<file path="config.mk">
export PLATFORM = sky130hd
export DESIGN_NAME = ff_rd_prefetch
export DESIGN_NICKNAME = d
export VERILOG_FILES = /design/src/rtl/ff_rd_prefetch.sv
export SDC_FILE = /design/constraint.sdc
export NUM_CORES = 1
export LEC_CHECK = 0
export BUFFER_PORTS_ARGS = -buffer_cell sky130_fd_sc_hd__clkbuf_2
export CAP_MARGIN = 20
export CELL_PAD_IN_SITES_DETAIL_PLACEMENT = 2
export CELL_PAD_IN_SITES_GLOBAL_PLACEMENT = 2
export CORE_MARGIN = 4
export CORE_UTILIZATION = 36
export CTS_CLUSTER_SIZE = 14
export DETAILED_ROUTE_END_ITERATION = 12
export GPL_TIMING_DRIVEN = 0
export PLACE_DENSITY = 0.76
export SLEW_MARGIN = 20
export SYNTH_ARGS = -nofsm -noshare
export SYNTH_HDL_FRONTEND = slang
export SYNTH_SLANG_ARGS = --single-unit
</file>
<file path="constraint.sdc">
create_clock -name clk -period 2.6 [get_ports clk]
set_input_delay 0.26 -clock clk [delete_from_list [all_inputs] [get_ports clk]]
set_output_delay 0.26 -clock clk [all_outputs]
set_load 0.005 [all_outputs]
</file>
<file path="src/rtl/ff_rd_prefetch.sv">
`default_nettype none
// ============================================================================
// Module      : ff_rd_prefetch
// Description : FIFO read-side prefetcher. Pops the pointer manager, absorbs
//               the 1-cycle RAM latency in a 2-entry buffer, drives valid/ready.
// Revision    : 1.0 - initial release
// ============================================================================
module ff_rd_prefetch #(
    parameter int DATA_W   = 32,
    parameter int FF_DEPTH = 16,
    parameter int FF_PTR_W = $clog2(FF_DEPTH)
) (
    input  logic                clk,
    input  logic                rst_n,
    input  logic                ff_empty,
    input  logic [FF_PTR_W-1:0] ff_rd_ptr,
    output logic                ff_rd_en,
    output logic                ram_rd_en,
    output logic [FF_PTR_W-1:0] ram_rd_addr,
    input  logic [DATA_W-1:0]   ram_rd_data,
    input  logic                flush,
    output logic                out_valid,
    output logic [DATA_W-1:0]   out_data,
    input  logic                out_ready,
    output logic [1:0]          buf_occ
);

    localparam logic [2:0] c_buf_depth = 3'd2;

    logic              r_inflight;
    logic [DATA_W-1:0] r_buf [2];
    logic              r_wr_slot;
    logic              r_rd_slot;
    logic [1:0]        r_occ;

    logic              w_pop;
    logic              w_capture;
    logic              w_issue;
    logic [2:0]        w_credit;
    logic [2:0]        w_occ_next;

    assign w_pop     = out_valid & out_ready;
    assign w_capture = r_inflight & ~flush;

    // Words held plus words still coming back from the RAM, net of this cycle's pop.
    assign w_credit   = {1'b0, r_occ} + {2'b0, r_inflight} - {2'b0, w_pop};
    assign w_occ_next = {1'b0, r_occ} + {2'b0, w_capture} - {2'b0, w_pop};

    // rst_n gating keeps the pop request low while reset is held.
    assign w_issue = rst_n & ~ff_empty & ~flush & (w_credit < c_buf_depth);

    assign ff_rd_en    = w_issue;
    assign ram_rd_en   = w_issue;
    assign ram_rd_addr = ff_rd_ptr;

    assign out_valid = (r_occ != 2'd0);
    assign out_data  = r_buf[r_rd_slot];
    assign buf_occ   = r_occ;

    always_ff @(posedge clk or negedge rst_n) begin
        if (!rst_n) begin
            r_inflight <= 1'b0;
            r_wr_slot  <= 1'b0;
            r_rd_slot  <= 1'b0;
            r_occ      <= 2'd0;
        end else begin
            r_inflight <= w_issue;
            if (flush) begin
                r_wr_slot <= 1'b0;
                r_rd_slot <= 1'b0;
                r_occ     <= 2'd0;
            end else begin
                if (w_capture) begin
                    r_wr_slot <= ~r_wr_slot;
                end
                if (w_pop) begin
                    r_rd_slot <= ~r_rd_slot;
                end
                r_occ <= w_occ_next[1:0];
            end
        end
    end

    always_ff @(posedge clk or negedge rst_n) begin
        if (!rst_n) begin
            r_buf[0] <= '0;
            r_buf[1] <= '0;
        end else if (w_capture) begin
            r_buf[r_wr_slot] <= ram_rd_data;
        end
    end

    a_occ_max : assert property (@(posedge clk) disable iff (!rst_n)
        flush || (w_occ_next <= c_buf_depth));

endmodule
`default_nettype wire
</file>
# == After elaboration in Yosys (flattened, before gate mapping) ==
# Cells that the tools add are included.
# Widths: inputs -> output; s select.
# op_classes
mul,0
n_div,0
shift,0
n_eq_ne,0
addsub,4
n_reduce_logical,4
order_cmp,4
n_bitwise,11
n_mux,11
# ops
op,count
$mux 32,4
$bwmux 64,1
$demux 32 s1,1
$reduce_bool 2->1,3
$and 1x1->1,5
$ge 2x2->1 const B,2
$mux 1,4
$not 1->1,4
$not 1->2,2
$add 2x1->3,1
$lt 3x2->1 const B,1
$sub 3x1->3,1
$add 2x1->2,1
$lt 2x1->1 const B,1
$mux 2,1
$sub 2x1->2,1
$logic_and 1x1->1,1
# totals
n_memories,0
latchBits,0
output_inout_bits,41
input_bits,41
ramBits,0
register_bits,69
rom_bits,0
elab_cells,40

# == Logic depth before layout (Yosys ltp) ==
# Gate-level depths: netlist of run 1.
# depth
depth_word,6
mapped_depth,7
ltp_nobuf,6

# == Worst setup path before layout of run 1 ==
# Ideal clock, no wire load.
# synth_timing
path_kind,register to output
start,"register r_occ[1], in the netlist buf_occ[1]"
end,output port ram_rd_en
t_arrival_ns,2.164
required_ns,2.340
path_stages_with_launch,8
setup_slack_ns,0.176
path_buffers,1
path_cell_list,dfrtp_1 o21a_1 ha_1 nand2b_1 fa_1 nand2_1 nor4_1 buf_4
# synth_via
elab_chain_len,5
word_cells_on_any_way,6
cone_classes,add/sub (2); order compare (1); bitwise (2); reduce/logical (1)
# synth_rtl
item,line_no,rtl
"start, declared",34,logic [1:0] r_occ;
"start signal, assigned",79,r_occ <= w_occ_next[1:0];
"parallel branches: the longest is 2 deep, another holds $add 2x1->3",n/a,
$sub 3x1->3 (*),46,"assign w_credit = {1'b0, r_occ} + {2'b0, r_inflight} - {2'b0, w_pop};"
$lt 3x2->1 (*),50,assign w_issue = rst_n & ~ff_empty & ~flush & (w_credit < c_buf_depth);
$and 1x1->1 (*),50,
"end, declared",18,"output logic ram_rd_en,"
# Every way passes the cells marked *.

# == Worst setup path after layout of run 1 ==
# Same ends and word-level chain as after synthesis.

==> impl_results.html, run 1 <==
<table>
<tr><th>Metric</th><th>Value</th></tr>
<tr><th colspan="2">Power and ir drop</th></tr>
<tr><td>Clock group share of total power</td><td>26.0%</td></tr>
<tr><td>Total internal power</td><td>3.09 mW</td></tr>
<tr><td>Part of the total power dissipated in sequential elements</td><td>40.2%</td></tr>
<tr><td>Total power</td><td>4.27 mW</td></tr>
<tr><td>Peak supply drop</td><td>0.398 mV</td></tr>
<tr><td>Switching power</td><td>1.18 mW</td></tr>
<tr><td>Switching share of power</td><td>27.6%</td></tr>
<tr><td>Leakage power</td><td>2.03 nW</td></tr>
<tr><td>Fraction of power consumed by combinational cells</td><td>33.9%</td></tr>
<tr><td>Power per cell area</td><td>1060 nW/um^2</td></tr>
<tr><th colspan="2">Critical path</th></tr>
<tr><td>Critical path data arrival time</td><td>2.47 ns</td></tr>
<tr><td>Required time of the worst setup path</td><td>2.34 ns</td></tr>
<tr><td>Cell family contributing the most delay on the critical path</td><td>adder cells</td></tr>
<tr><td>Flop-to-flop setup slack</td><td>0.40 ns</td></tr>
<tr><td>Critical path peak fanout</td><td>3</td></tr>
<tr><td>Cell breakdown of the critical path</td><td>o21a_1, ha_1, nand2b_4, fa_1, nand2_2, nor4_4, buf_4, buf_6</td></tr>
<tr><td>Startpoint kind of the worst setup timing path</td><td>flop</td></tr>
<tr><td>Crit-path max cell delay</td><td>0.50 ns</td></tr>
<tr><td>Slowest stage cell, crit path</td><td>sky130_fd_sc_hd__fa_1</td></tr>
<tr><td>Worst setup path category</td><td>flop to primary output</td></tr>
<tr><td>Worst setup EP type</td><td>primary output</td></tr>
<tr><td>Buffers plus inverters on the worst setup path</td><td>2</td></tr>
<tr><th colspan="2">Clock network</th></tr>
<tr><td>Later-pin clock latency in the skew report</td><td>0.33 ns</td></tr>
<tr><td>CTS tree</td><td>done</td></tr>
<tr><td>Number of H-tree levels</td><td>3</td></tr>
<tr><td>Inserted Clock Buffers</td><td>9</td></tr>
<tr><td>Clock transition at path regs</td><td>0.08 ns</td></tr>
<tr><td>Root buffer cell</td><td>sky130_fd_sc_hd__clkbuf_8</td></tr>
<tr><td>Clock sinks</td><td>69</td></tr>
<tr><td>Buffers from clock root to sink, at most</td><td>2</td></tr>
<tr><th colspan="2">Synthesis</th></tr>
<tr><td>Number of instances in the synthesized netlist</td><td>204</td></tr>
<tr><td>Cell taking the most area after synthesis</td><td>sky130_fd_sc_hd__dfrtp_1</td></tr>
<tr><td>Fraction of the yosys area taken by sequential cells</td><td>55.1%</td></tr>
<tr><td>Number of flip-flops and latches in the synthesized netlist</td><td>69</td></tr>
<tr><td>Post-synthesis instance area</td><td>3130 um^2</td></tr>
<tr><td>Cell types occupying the most area after synthesis</td><td>sky130_fd_sc_hd__dfrtp_1 55%, sky130_fd_sc_hd__mux2_2 33%, sky130_fd_sc_hd__mux2_1 1.4%</td></tr>
<tr><td>Commonest register cell after synthesis</td><td>sky130_fd_sc_hd__dfrtp_1</td></tr>
<tr><td>Mean instance size in the synthesized netlist</td><td>15.4 um^2</td></tr>
<tr><td>Share of the synthesized area in the top cell type</td><td>55.1%</td></tr>
<tr><td>Number of warnings issued by yosys</td><td>0</td></tr>
<tr><td>Synthesized netlist net count</td><td>249</td></tr>
<tr><td>Yosys cell types</td><td>23</td></tr>
<tr><td>Asr flop ratio synth</td><td>100%</td></tr>
<tr><td>Number of synthesized flops with an enable pin</td><td>0</td></tr>
<tr><th colspan="2">Status</th></tr>
<tr><td>Outcome</td><td>complete, but fails checks</td></tr>
<tr><td>Violations in the final reports</td><td>negative setup slack</td></tr>
<tr><th colspan="2">STA</th></tr>
<tr><td>Transition time of the tightest slew-check pin</td><td>0.377 ns</td></tr>
<tr><td>Setup tns final</td><td>-0.177 ns</td></tr>
<tr><td>Crit path setup slack, layout</td><td>-0.128 ns</td></tr>
<tr><td>Largest clock skew in the final design</td><td>0.00716 ns</td></tr>
<tr><td>Final hold violation count</td><td>0</td></tr>
<tr><td>Number of pins exceeding their max-slew limit in the final report</td><td>0</td></tr>
<tr><td>Unrepaired setup endpoints after global routing</td><td>true</td></tr>
<tr><td>Fraction of the cycle the final worst path needs</td><td>105%</td></tr>
<tr><td>Maximum achievable frequency</td><td>367 MHz</td></tr>
<tr><td>Count of endpoints failing setup in the final report</td><td>2</td></tr>
<tr><td>Shortest clock period the worst path allows after layout</td><td>2.73 ns</td></tr>
<tr><td>Slew margin rel.</td><td>74.9%</td></tr>
<tr><th colspan="2">Global routing</th></tr>
<tr><td>Global-route wire length before repair</td><td>11.9 mm</td></tr>
<tr><td>Initial antenna violation count</td><td>0</td></tr>
<tr><td>Pin count of the biggest net entering global routing</td><td>39</td></tr>
<tr><td>GR Util All Layers</td><td>14.9%</td></tr>
<tr><td>Total overflow reported by the global router</td><td>0</td></tr>
<tr><td>Via count of the first global-routing pass</td><td>2276</td></tr>
<tr><th colspan="2">Layout</th></tr>
<tr><td>Signed area change from the synthesized netlist to the final layout</td><td>28.5%</td></tr>
<tr><td>Final layout net count</td><td>344</td></tr>
<tr><td>Final std cell area, no fill</td><td>4030 um^2</td></tr>
<tr><td>Number of cells in the finished layout apart from fillers</td><td>409</td></tr>
<tr><td>Fillers</td><td>863</td></tr>
<tr><td>Antenna Diode Count</td><td>0</td></tr>
<tr><td>Fraction of final layout cells with drive strength greater than 1</td><td>70.4%</td></tr>
<tr><th colspan="2">Floorplan</th></tr>
<tr><td># IOs</td><td>82</td></tr>
<tr><td>Starting density of the core</td><td>37.6%</td></tr>
<tr><td>Core area</td><td>8340 um^2</td></tr>
<tr><td>Die width</td><td>101 um</td></tr>
<tr><td>Die height</td><td>101 um</td></tr>
<tr><td>Placement row count</td><td>33</td></tr>
<tr><td>Die outline area</td><td>10300 um^2</td></tr>
<tr><th colspan="2">Placed design</th></tr>
<tr><td>Total instance count after detailed placement</td><td>386</td></tr>
<tr><td>Sum of net half-perimeters after detailed placement</td><td>4.94 mm</td></tr>
<tr><td>Cell Area, Placed</td><td>3670 um^2</td></tr>
<tr><td>Routability-driven placement congestion ratio</td><td>0.661</td></tr>
<tr><td>IO Port Bufs</td><td>76</td></tr>
<tr><th colspan="2">Route</th></tr>
<tr><td>Initial DRT Pass Iterations</td><td>3</td></tr>
<tr><td>Via count</td><td>1953</td></tr>
<tr><td>Via density</td><td>4.78</td></tr>
<tr><td>Count of unresolved DRC violations after routing</td><td>0</td></tr>
<tr><td>Count of antenna-violating nets left after detailed routing</td><td>0</td></tr>
<tr><td>Detail-routed net length per standard cell</td><td>17.4 um</td></tr>
<tr><td>Count of routing violations after the opening detailed-route iteration</td><td>14</td></tr>
<tr><td>Wirelength, routed</td><td>7.12 mm</td></tr>
<tr><th colspan="2">Run</th></tr>
<tr><td>Max-cap violations</td><td>0</td></tr>
<tr><th colspan="2">Worst hold path</th></tr>
<tr><td>Hold crit path type</td><td>input pin to flop</td></tr>
</table>
-- timing repair --
item,4_1_cts,5_1_grt
hold endpoints to repair,32,0
pin swaps,2,2
hold buffers,2,0
setup endpoints to repair,2,2
cloned,0,0
buffers inserted,4,1
resized for setup,7,1
-- cells in the final DEF (no fill, tap or decap), types with 2 or more instances in the layout --
cell type,instances
sky130_fd_sc_hd__ha_1,3
sky130_fd_sc_hd__clkbuf_8,11
sky130_fd_sc_hd__buf_4,10
sky130_fd_sc_hd__buf_6,4
sky130_fd_sc_hd__inv_1,2
sky130_fd_sc_hd__bufinv_16,3
sky130_fd_sc_hd__mux2_1,4
sky130_fd_sc_hd__nor2_1,3
sky130_fd_sc_hd__nor2b_1,2
sky130_fd_sc_hd__mux2_2,93
sky130_fd_sc_hd__clkbuf_2,73
sky130_fd_sc_hd__dfrtp_1,68
sky130_fd_sc_hd__buf_12,2
sky130_fd_sc_hd__buf_2,8
-- per-stage QoR --
stage          utilization, %  setup slack, ns  hold slack (ns)
2_1_floorplan               -            0.176          -0.0356
3_3_place_gp             43.7           -0.143            0.456
5_1_grt                  48.3           -0.247            0.154
4_1_cts                  48.2           -0.199            0.144
3_5_place_dp             44.0           -0.123            0.276
6_report                 48.3           -0.128            0.161
-- cell usage after synthesis (2+ instances only) --
cell                      instances
sky130_fd_sc_hd__mux2_1           4
sky130_fd_sc_hd__buf_2            7
sky130_fd_sc_hd__mux2_2          93
sky130_fd_sc_hd__buf_6            3
sky130_fd_sc_hd__ha_1             3
sky130_fd_sc_hd__nor2_1           3
sky130_fd_sc_hd__nor2b_1          2
sky130_fd_sc_hd__dfrtp_1         69
sky130_fd_sc_hd__inv_1            2
sky130_fd_sc_hd__buf_4            5
-- sequential cells by signal, indices dropped and copies added, names as in the netlist --
register / cells
r_rd_slot: 1
buf_occ: 2
r_inflight: 1
r_buf: 64
r_wr_slot: 1
-- power by group through the flow --
stage | logic [mW] | registers [mW] | clock network, mW
6_report | 1.45 | 1.72 | 1.11
5_1_grt | 1.61 | 1.78 | 1.20
4_1_cts | 1.49 | 1.72 | 1.15
3_5_place_dp | 1.40 | 1.75 | 0
3_3_place_gp | 1.35 | 1.71 | 0
2_1_floorplan | 0.896 | 1.67 | 0
-- routing by layer --
metal / vias to the layer above / wire length [um] / part of all wire (%) / GRT usage (%)
met4: 0 / 39 / 0.55 / 3.07
met1: 993 / 3120 / 44 / 19.2
li1: 904 / - / - / -
met5: - / 0 / 0 / 0
met2: 49 / 3590 / 50 / 25.1
met3: 7 / 375 / 5.3 / 4.34
-- path summary, 6_finish.rpt --
kind,start,end,cells past startpoint
worst max-delay path,buf_occ[1]$_DFF_PN0_,ram_rd_en,8
max in group asynchronous,rst_n,r_buf[31]$_DFFE_PN0P_,3
min in group asynchronous,rst_n,buf_occ[0]$_DFF_PN0_,3
worst min-delay path,ram_rd_data[6],r_buf[38]$_DFFE_PN0P_,2
worst min register to register,r_buf[62]$_DFFE_PN0P_,r_buf[62]$_DFFE_PN0P_,1
worst max register to register,buf_occ[1]$_DFF_PN0_,r_inflight$_DFF_PN0_,8
-- worst register-to-register path, delay by kind of cell (launching register included) --
| kind | cells | cell delay [ns] |
|---|---|---|
| and+or+nand+nor | 3 | 0.48 |
| AOI/OAI and AO/OA | 1 | 0.21 |
| buffers and inverters | 2 | 0.26 |
| adders and majority gates | 2 | 0.78 |
| DFF | 1 | 0.42 |
-- logic make-up (layout without fill, tap and decap cells) --
| kind of cell | Yosys count | in the layout | synth area share, % |
|---|---|---|---|
| mux | 97 | 97 | 34.9 |
| flops | 69 | 69 | 55.1 |
| buf+inv | 18 | 118 | 3.75 |
| simple gates | 12 | 12 | 2.95 |
| fa+ha+maj | 4 | 4 | 1.84 |
| xor+xnor | 3 | 3 | 1.28 |
| compound gates | 1 | 1 | 0.240 |
-- layout make-up --
| class | count | area (um^2) | share of cell area [%] |
|---|---|---|---|
| plain buffers | 16 | 110 | 2.73 |
| multi-input cells | 117 | 1320 | 32.7 |
| repair buffers | 84 | 477 | 11.8 |
| clock inverters | 5 | 106 | 2.64 |
| inverters | 2 | 7.51 | 0.186 |
| clock buffers | 11 | 151 | 3.76 |
| well taps | 105 | 131 | 3.26 |
| flip-flops and latches | 69 | 1730 | 42.9 |
Note: power is estimated with default switching activity, not from simulation.
==> inputs of run 2 (changes only) <==
--- a/config.mk
+++ b/config.mk
@@ -10,11 +10,12 @@
 export CELL_PAD_IN_SITES_DETAIL_PLACEMENT = 2
 export CELL_PAD_IN_SITES_GLOBAL_PLACEMENT = 2
 export CORE_MARGIN = 4
-export CORE_UTILIZATION = 36
+export CORE_UTILIZATION = 25
 export CTS_CLUSTER_SIZE = 14
 export DETAILED_ROUTE_END_ITERATION = 12
 export GPL_TIMING_DRIVEN = 0
-export PLACE_DENSITY = 0.76
+export PLACE_DENSITY = 0.56
+export RECOVER_POWER = 50
 export SLEW_MARGIN = 20
 export SYNTH_ARGS = -nofsm -noshare
 export SYNTH_HDL_FRONTEND = slang
==> run 2 against run 1 <==
- the flow still finishes with violations (negative setup slack)
- core utilization decreased by 14 points
- first-iteration DRC count increased to 3.8 times the previous value
- clock skew decreased by 0.0025 ns
- non-clock buffer count decreased by 1
- count of clock-buffer cells in the layout increased by 1
- largest power group unchanged
- final cell count increased by 15%
- clock power increased by 20%
- critical path depth unchanged
- die area increased by 40%
- sequential cell count unchanged
- sequential share of layout area decreased by 1.4 points
==> impl_results.html, run 2 (synthesis gave the netlist of run 1 again) <==
<table>
<tr><th>Metric</th><th>Value</th></tr>
<tr><th colspan="2">Placed design</th></tr>
<tr><td>Total instance count after detailed placement</td><td>449 (+16%)</td></tr>
<tr><td>Routability-driven placement congestion ratio</td><td>0.632 (-4.4%)</td></tr>
<tr><td>Cell Area, Placed</td><td>3750 um^2 (+2.1%)</td></tr>
<tr><td>Sum of net half-perimeters after detailed placement</td><td>4.99 mm (+1.1%)</td></tr>
<tr><td>IO Port Bufs</td><td>76 (unchanged)</td></tr>
<tr><th colspan="2">Global routing</th></tr>
<tr><td>GR Util All Layers</td><td>10.4% (-4.5 points)</td></tr>
<tr><td>Initial antenna violation count</td><td>0 (unchanged)</td></tr>
<tr><td>Global-route wire length before repair</td><td>11.7 mm (-2.3%)</td></tr>
<tr><td>Pin count of the biggest net entering global routing</td><td>37 (-5.1%)</td></tr>
<tr><td>Via count of the first global-routing pass</td><td>2292 (+0.70%)</td></tr>
<tr><td>Total overflow reported by the global router</td><td>0 (unchanged)</td></tr>
<tr><th colspan="2">Worst hold path</th></tr>
<tr><td>Hold crit path type</td><td>input pin to flop</td></tr>
<tr><td>HP Start</td><td>ram_rd_data[5]</td></tr>
<tr><th colspan="2">Route</th></tr>
<tr><td>Initial DRT Pass Iterations</td><td>2 (-1)</td></tr>
<tr><td>Count of routing violations after the opening detailed-route iteration</td><td>53 (+39)</td></tr>
<tr><td>Count of antenna-violating nets left after detailed routing</td><td>0 (unchanged)</td></tr>
<tr><td>Count of unresolved DRC violations after routing</td><td>0 (unchanged)</td></tr>
<tr><td>Wirelength, routed</td><td>7.09 mm (-0.53%)</td></tr>
<tr><td>Via density</td><td>4.22 (-12%)</td></tr>
<tr><td>Via count</td><td>1986 (+1.7%)</td></tr>
<tr><td>Detail-routed net length per standard cell</td><td>15.0 um (-14%)</td></tr>
<tr><th colspan="2">STA</th></tr>
<tr><td>Crit path setup slack, layout</td><td>-0.0464 ns (+0.0815 ns)</td></tr>
<tr><td>Maximum achievable frequency</td><td>378 MHz (+3.1%)</td></tr>
<tr><td>Transition time of the tightest slew-check pin</td><td>0.658 ns (+0.281 ns)</td></tr>
<tr><td>Shortest clock period the worst path allows after layout</td><td>2.65 ns (-0.0815 ns)</td></tr>
<tr><td>Slew margin rel.</td><td>56.1% (-19 points)</td></tr>
<tr><td>Number of pins exceeding their max-slew limit in the final report</td><td>0 (unchanged)</td></tr>
<tr><td>Setup tns final</td><td>-0.0464 ns (+0.131 ns)</td></tr>
<tr><td>Unrepaired setup endpoints after global routing</td><td>true</td></tr>
<tr><td>Final hold violation count</td><td>0 (unchanged)</td></tr>
<tr><td>Fraction of the cycle the final worst path needs</td><td>102% (-3.1 points)</td></tr>
<tr><td>Count of endpoints failing setup in the final report</td><td>1 (-1)</td></tr>
<tr><td>Largest clock skew in the final design</td><td>0.00466 ns (-0.00250 ns)</td></tr>
<tr><th colspan="2">Power and ir drop</th></tr>
<tr><td>Power per cell area</td><td>1070 nW/um^2 (+0.94%)</td></tr>
<tr><td>Leakage power</td><td>2.06 nW (+1.3%)</td></tr>
<tr><td>Total power</td><td>4.46 mW (+4.4%)</td></tr>
<tr><td>Peak supply drop</td><td>0.417 mV (+4.9%)</td></tr>
<tr><th colspan="2">Clock network</th></tr>
<tr><td>Clock transition at path regs</td><td>0.06 ns (-0.02 ns)</td></tr>
<tr><td>Inserted Clock Buffers</td><td>9 (unchanged)</td></tr>
<tr><td>Number of H-tree levels</td><td>3 (unchanged)</td></tr>
<tr><td>Later-pin clock latency in the skew report</td><td>0.33 ns (about the same)</td></tr>
<tr><td>CTS tree</td><td>done</td></tr>
<tr><td>Clock sinks</td><td>69 (unchanged)</td></tr>
<tr><td>Buffers from clock root to sink, at most</td><td>2 (unchanged)</td></tr>
<tr><td>Root buffer cell</td><td>sky130_fd_sc_hd__clkbuf_16</td></tr>
<tr><th colspan="2">Layout</th></tr>
<tr><td>Number of cells in the finished layout apart from fillers</td><td>471 (+15%)</td></tr>
<tr><td>Antenna Diode Count</td><td>0 (unchanged)</td></tr>
<tr><td>Commonest cells after routing, fill and taps aside</td><td>93 x sky130_fd_sc_hd__mux2_2, 73 x sky130_fd_sc_hd__clkbuf_2, 68 x sky130_fd_sc_hd__dfrtp_1</td></tr>
<tr><td>Fraction of final layout cells with drive strength greater than 1</td><td>69.0% (-1.4 points)</td></tr>
<tr><td>Register containing the most flip-flops in the final layout</td><td>r_buf</td></tr>
<tr><td>Leading cell type in the layout, fill and taps excluded</td><td>sky130_fd_sc_hd__mux2_2</td></tr>
<tr><td>Signed area change from the synthesized netlist to the final layout</td><td>32.8%</td></tr>
<tr><td>Final std cell area, no fill</td><td>4160 um^2 (+3.4%)</td></tr>
<tr><td>Fillers</td><td>1294 (+50%)</td></tr>
<tr><td>Largest register FFs</td><td>64 (unchanged)</td></tr>
<tr><td>Final layout net count</td><td>343 (-0.29%)</td></tr>
<tr><th colspan="2">Critical path</th></tr>
<tr><td>Required time of the worst setup path</td><td>2.34 ns (about the same)</td></tr>
<tr><td>Startpoint kind of the worst setup timing path</td><td>flop</td></tr>
<tr><td>Critical path data arrival time</td><td>2.39 ns (-0.08 ns)</td></tr>
<tr><td>Crit path launch</td><td>buf_occ[1]$_DFF_PN0_</td></tr>
<tr><td>Worst setup EP type</td><td>primary output</td></tr>
<tr><td>Critical path peak fanout</td><td>3 (unchanged)</td></tr>
<tr><td>Worst setup path category</td><td>flop to primary output</td></tr>
<tr><td>Source of the worst register-to-register timing path</td><td>buf_occ[1]$_DFF_PN0_</td></tr>
<tr><td>Flop-to-flop setup slack</td><td>0.57 ns (+0.17 ns)</td></tr>
<tr><th colspan="2">Status</th></tr>
<tr><td>Outcome</td><td>complete, but fails checks</td></tr>
<tr><td>Violations in the final reports</td><td>negative setup slack</td></tr>
<tr><th colspan="2">Floorplan</th></tr>
<tr><td>Die width</td><td>120 um (+18%)</td></tr>
<tr><td>Starting density of the core</td><td>25.8% (-12 points)</td></tr>
<tr><td>Die height</td><td>120 um (+18%)</td></tr>
<tr><td>Placement row count</td><td>40 (+21%)</td></tr>
<tr><td>Die outline area</td><td>14400 um^2 (+40%)</td></tr>
<tr><td>Core area</td><td>12200 um^2 (+46%)</td></tr>
<tr><td># IOs</td><td>82 (unchanged)</td></tr>
<tr><th colspan="2">Run</th></tr>
<tr><td>Max-cap violations</td><td>0 (unchanged)</td></tr>
</table>
[run 2: cell count changes in the layout (fill, tap and decap cells not counted)]
cell	before	now
sky130_fd_sc_hd__clkbuf_16	0	9
sky130_fd_sc_hd__clkbuf_8	11	2
sky130_fd_sc_hd__buf_4	10	5
sky130_fd_sc_hd__clkbuf_1	1	5
sky130_fd_sc_hd__clkbuf_4	1	5
sky130_fd_sc_hd__buf_2	8	5
sky130_fd_sc_hd__clkinv_2	0	2
sky130_fd_sc_hd__bufinv_16	3	2
sky130_fd_sc_hd__clkinv_4	1	0
sky130_fd_sc_hd__clkinvlp_4	1	0
[run 2: power by group]
part / switching, mW / internal (mW)
logic: 0.530 / 0.894
registers: 0.202 / 1.51
clock network: 0.438 / 0.889
[run 2: what timing repair did]
action                     in CTS  in global routing
hold endpoints to repair       34                  0
setup buffers                   4                  0
hold buffers                    2                  0
setup endpoints to repair       2                  2
resized for setup               7                  1
pin swaps                       2                  2
[run 2: path summary, 6_finish.rpt]
check	to	depth (start not counted)
worst max register to register	r_inflight$_DFF_PN0_	7
min in group asynchronous	r_buf[23]$_DFFE_PN0P_	3
max in group asynchronous	buf_occ[1]$_DFF_PN0_	3
worst max-delay path	ram_rd_en	8
worst min register to register	r_buf[38]$_DFFE_PN0P_	1
worst min-delay path	r_buf[5]$_DFFE_PN0P_	2
[run 2: layout make-up]
cell class                 instances  area [um^2]  share of cell area [%]
clock inverter                     4         70.1                    1.68
buffer                            16          106                    2.55
tap                              168          210                    5.05
sequential                        69         1730                    41.5
multi-input combinational        117         1320                    31.6
timing repair buffer              83          469                    11.3
inverter                           2         7.51                   0.180
clock buffer                      12          256                    6.16
[run 2: metrics by stage]
step / worst slack, ns / util (%) / hold slack [ns]
after floorplan: 0.176 / - / -0.0356
after detailed placement: -0.0209 / 30.8 / 0.298
after global routing: -0.219 / 34.2 / 0.164
after global placement: -0.232 / 30.6 / 0.462
final: -0.0464 / 34.2 / 0.170
after CTS: -0.140 / 34.3 / 0.153
[run 2: layer usage]
| metal | share of wire [%] | track usage, % | vias up |
|---|---|---|---|
| met5 | 0 | 0 | - |
| met2 | 51 | 17.9 | 56 |
| met1 | 41 | 11.9 | 1016 |
| li1 | - | - | 905 |
| met3 | 6.6 | 4.15 | 9 |
| met4 | 1.1 | 3.22 | 0 |
[run 2: worst max-delay path, cell delays in order (launching register included)]
cell                       delay [ns]
sky130_fd_sc_hd__dfrtp_2         0.41
sky130_fd_sc_hd__o21a_1          0.19
sky130_fd_sc_hd__ha_1            0.27
sky130_fd_sc_hd__nand2b_4        0.14
sky130_fd_sc_hd__fa_1            0.49
sky130_fd_sc_hd__nand2_2         0.07
sky130_fd_sc_hd__nor4_4          0.25
sky130_fd_sc_hd__buf_4           0.16
sky130_fd_sc_hd__buf_6           0.08
